[config.mk]
export PLATFORM = sky130hd
export DESIGN_NAME = partoserial_tx
export DESIGN_NICKNAME = d
export VERILOG_FILES = /design/src/rtl/partoserial_tx.sv
export SDC_FILE = /design/constraint.sdc
export NUM_CORES = 1
export LEC_CHECK = 0
export CORE_MARGIN = 5
export CORE_UTILIZATION = 50
export DETAILED_ROUTE_END_ITERATION = 6
export DONT_BUFFER_PORTS = 1
export GPL_TIMING_DRIVEN = 1
export PLACE_DENSITY = 0.74
export SYNTH_ARGS = -nofsm -noshare
export SYNTH_HDL_FRONTEND = slang
export SYNTH_SLANG_ARGS = --single-unit
[constraint.sdc]
create_clock -name clk_8f -period 4.02 [get_ports clk_8f]
set_input_delay 0.402 -clock clk_8f [delete_from_list [all_inputs] [get_ports clk_8f]]
set_output_delay 0.402 -clock clk_8f [all_outputs]
set_load 0.02 [all_outputs]
[src/rtl/partoserial_tx.sv]
// Serializer for the TX PHY: bytes in over valid/ready, bits out MSB first on clk_8f.
// After reset a fixed run of comma characters is sent before any data is accepted.
module partoserial_tx #(
    parameter logic [7:0]  COMMA    = 8'hBC,
    parameter int unsigned PREAMBLE = 4
) (
    input  logic       clk_8f,
    input  logic       reset_L,
    input  logic [7:0] data_in,
    input  logic       valid_in,
    output logic       ready_out,
    output logic       data_out,
    output logic       byte_strobe,
    output logic       sync_done
);

    typedef enum logic {
        StPreamble,
        StData
    } state_e;

    localparam logic [3:0] PreLast = 4'(PREAMBLE - 1);

    state_e     r_state;
    logic [2:0] r_bit_cnt;
    logic [7:0] r_shift;
    logic [7:0] r_hold;
    logic       r_hold_full;
    logic [3:0] r_pre_cnt;
    logic       r_loaded;

    state_e     w_state_next;
    logic [7:0] w_shift_next;
    logic [7:0] w_hold_next;
    logic       w_hold_full_next;
    logic [3:0] w_pre_cnt_next;
    logic       w_load;
    logic       w_accept;

    always_ff @(posedge clk_8f or negedge reset_L) begin
        if (!reset_L) begin
            r_state     <= StPreamble;
            r_bit_cnt   <= 3'd7;
            r_shift     <= 8'h00;
            r_hold      <= 8'h00;
            r_hold_full <= 1'b0;
            r_pre_cnt   <= 4'd0;
            r_loaded    <= 1'b0;
        end else begin
            r_state     <= w_state_next;
            r_bit_cnt   <= r_bit_cnt + 3'd1;
            r_shift     <= w_shift_next;
            r_hold      <= w_hold_next;
            r_hold_full <= w_hold_full_next;
            r_pre_cnt   <= w_pre_cnt_next;
            if (w_load) begin
                r_loaded <= 1'b1;
            end
        end
    end

    always_comb begin
        w_state_next     = r_state;
        w_shift_next     = {r_shift[6:0], 1'b0};
        w_hold_next      = r_hold;
        w_hold_full_next = r_hold_full;
        w_pre_cnt_next   = r_pre_cnt;
        w_load           = (r_bit_cnt == 3'd7);
        w_accept         = valid_in && ready_out;

        if (w_load) begin
            if (r_state == StData && r_hold_full) begin
                w_shift_next     = r_hold;
                w_hold_full_next = 1'b0;
            end else begin
                w_shift_next = COMMA;
            end
            if (r_state == StPreamble) begin
                w_pre_cnt_next = r_pre_cnt + 4'd1;
                if (r_pre_cnt == PreLast) begin
                    w_state_next = StData;
                end
            end
        end

        // Accept only happens with hold empty, so it never collides with a drain.
        if (w_accept) begin
            w_hold_next      = data_in;
            w_hold_full_next = 1'b1;
        end
    end

    assign ready_out   = (r_state == StData) && !r_hold_full;
    assign data_out    = r_shift[7];
    assign byte_strobe = (r_bit_cnt == 3'd0) && r_loaded;
    assign sync_done   = (r_state == StData);

endmodule

==> metrics.json <==
{
  "postCtsSetupRepairBufs": 0,
  "post_route_cells_drive_above_1_share_pct": 23.3,
  "worst_path_buf_inv": 0,
  "grt_use_met3_pct": 2.33,
  "hp-class": "in -> reg",
  "placement_rows": 16,
  "gr-max-usage-layer": "met2",
  "detail_route.drc_violations": 0,
  "cts_root_buffer": "clkbuf_4",
  "postLayoutCoreUtil_pct": 56.8,
  "synthDominantAreaCellType": "dfrtp_1",
  "first_global_vias": 572,
  "final_setup_fails": 0,
  "routed_wire_length_per_instance_um": 13.7,
  "timing.final.max_slew_violations": 0,
  "met1_usage_pct": 14.0,
  "clockPowerShare_pct": 27.0,
  "cts_tree": "done",
  "h_tree_depth": 1,
  "min_period_ns": 1.94,
  "worst_slew_pin_slew_ns": 0.572,
  "synth-seq-area-share_pct": 63.9,
  "critical_path_peak_fanout": 19,
  "io_buffer_count": 0,
  "groute.usage.overall_pct": 10.6,
  "grt_setup_unrepaired": "no",
  "synth_nets": 97,
  "worst_path_largest_cell_delay_ns": 0.55,
  "syn2layout_area_growth_pct": 8.79,
  "syn_area_um2": 1020,
  "dp.final_hpwl_mm": 1.07,
  "critical-path-top-delay-family": "adder cells",
  "synth_warnings": 0,
  "critPathLaunchType": "flip-flop",
  "vdd_ir_drop_max_v": 0.000204,
  "synth.distinct_cells": 19,
  "timing.final.ws_setup_ns": 2.08,
  "setup_tns_ns": 0,
  "worst_setup_path_end_kind": "flip-flop",
  "most-common-layout-cells": "dfrtp_1 (23), nor2_1 (12), mux2_2 (9), nand2_1 (8), a21oi_1 (5)",
  "grt_antenna_before_repair": 0,
  "maxCapViolations": 0,
  "avgViaCountPerCell": 5.17,
  "finalWeightedCongestion": 0.643,
  "min_period_over_period_pct": 48.3,
  "outcome": "complete, no violations",
  "syn_inst": 82,
  "cpMaxStageDelayCell": "dfstp_2",
  "global_route_wire_length_before_repair_mm": 2.59,
  "critPathArrivalTime_ns": 2.16,
  "core_area_um2": 1960,
  "combinationalPowerShare_pct": 9.3,
  "top_post_synthesis_cells_by_area": "dfrtp_1 (56%), mux2_2 (9.9%), dfstp_2 (7.7%)",
  "grt_use_met2_pct": 16.6,
  "clock_insertion_delay_worst_skew_ns": 0.31,
  "totalWireLength_mm": 1.55,
  "tritoncts_num_sinks": 26,
  "path_clk_slew_ns": 0.13,
  "grt.overflow.total": 0,
  "die_h_um": 55.3,
  "power_leakage_uw": 0.000519,
  "crit_chain": "ha_1 > ha_1 > and2b_1 > mux2_2",
  "antenna_violating_nets_post_route": 0,
  "crit_required_ns": 4.23,
  "power.internal_uw": 364,
  "slew_headroom_pct": 61.9,
  "antenna_cells": 0,
  "design.die.area_um2": 3050,
  "share_seq_of_total_power_pct": 63.7,
  "starting_density_of_the_core_pct": 52.2,
  "pre_cts_slack_ns": 2.07,
  "io_pins": 15,
  "drt_first_iter_violations": 6,
  "powerDensity_nw_per_um2": 423,
  "yosys_register_bits": 26,
  "cts_buffer_depth": 2,
  "die_w_um": 55.3,
  "grt_max_degree": 27,
  "crit_type": "reg -> reg",
  "most_common_cell_after_layout_fill_and_taps_aside": "dfrtp_1",
  "cts_buffers": 3,
  "fin_skew_ns": 0.00232,
  "power.switching_fraction_pct": 22.7,
  "detail_route.first_pass.iterations": 4,
  "num_vias": 584,
  "hold_viol": 0,
  "power_switching_uw": 107,
  "crit_path_top_cell_by_count": "ha_1",
  "final_net_count": 102,
  "maxClockFrequency_mhz": 515,
  "synth_top_area_share_pct": 56.2,
  "post_synth.cell_area_avg_um2": 12.5
}
==> power by group through the flow <==
stage          Clock, uW  Sequential (uW)  Combinational, uW
2_1_floorplan          0              302               31.2
3_3_place_gp           0              305               34.4
3_5_place_dp           0              306               36.5
4_1_cts              132              301               45.0
5_1_grt              145              303               49.9
6_report             127              300               43.9
==> cells in the mapped netlist, drive strengths merged <==
master and number:
a21oi 5, a31o 1, and2b 1, and3b 1, buf 2, dfrtp 23
dfstp 3, ha 4, inv 4, mux2 9, nand2 8, nand3b 1
nand4 1, nor2 12, nor2b 1, o22ai 2, or2 1, xnor2 2
xor2 1
==> cell type report <==
class	count	area [um^2]
clock buffer	4	36.3
tap	27	33.8
fill	186	847
timing repair buffer	2	30.0
multi-input combinational	50	345
inverter	4	15.0
sequential	26	654
==> worst paths after layout <==
check / depth (start not counted) / to / slack, ns / startpoint
max reg2reg: 4 / r_pre_cnt[1] / 2.08 / r_bit_cnt[0]
min: 1 / r_hold[3] / 0.23 / data_in[3]
min in group asynchronous: 2 / r_loaded / 0.50 / reset_L
max in group asynchronous: 2 / r_bit_cnt[0] / 3.29 / reset_L
max: 4 / r_pre_cnt[1] / 2.08 / r_bit_cnt[0]
min reg2reg: 1 / r_loaded / 0.48 / r_loaded
==> metal layers <==
| metal | part of all wire [%] | vias to the layer above |
|---|---|---|
| met4 | 1.0 | 0 |
| met5 | 0 | - |
| met2 | 52 | 10 |
| met3 | 2.9 | 2 |
| met1 | 44 | 294 |
| li1 | - | 278 |
==> flip-flops by register name, indices dropped and copies added, names as in the netlist <==
name and count:
sync_done 1, r_loaded 1, r_hold_full 1, r_bit_cnt 3, r_shift 8, r_hold 8, r_pre_cnt 4
==> metrics by stage <==
stage	hold WS (ns)	cells	power [uW]	instance area, um^2
detailed placement	0.107	107	342	1050
global placement	0.107	107	339	1050
finish	0.228	113	472	1110
floorplan	0.106	82	333	1020
global route	0.198	113	498	1110
CTS	0.217	113	478	1110
==> logic make-up after synthesis <==
group,count (synthesis),synth area share [%]
AND/OR/NAND/NOR,26,11.8
flip-flops,26,63.9
multiplexers,9,9.89
AO/OA/AOI/OAI,8,4.52
buffers and inverters,6,2.44
adder cells (fa/ha/maj),4,4.88
XOR/XNOR,3,2.56
==> repair_timing <==
| action | 4_1_cts | 5_1_grt |
|---|---|---|
| hold buffers | 2 | 0 |
| endpoints found under the hold margin | 26 | 0 |
| gates resized for setup | 0 | 0 |
(Power assumes the default switching activity.)
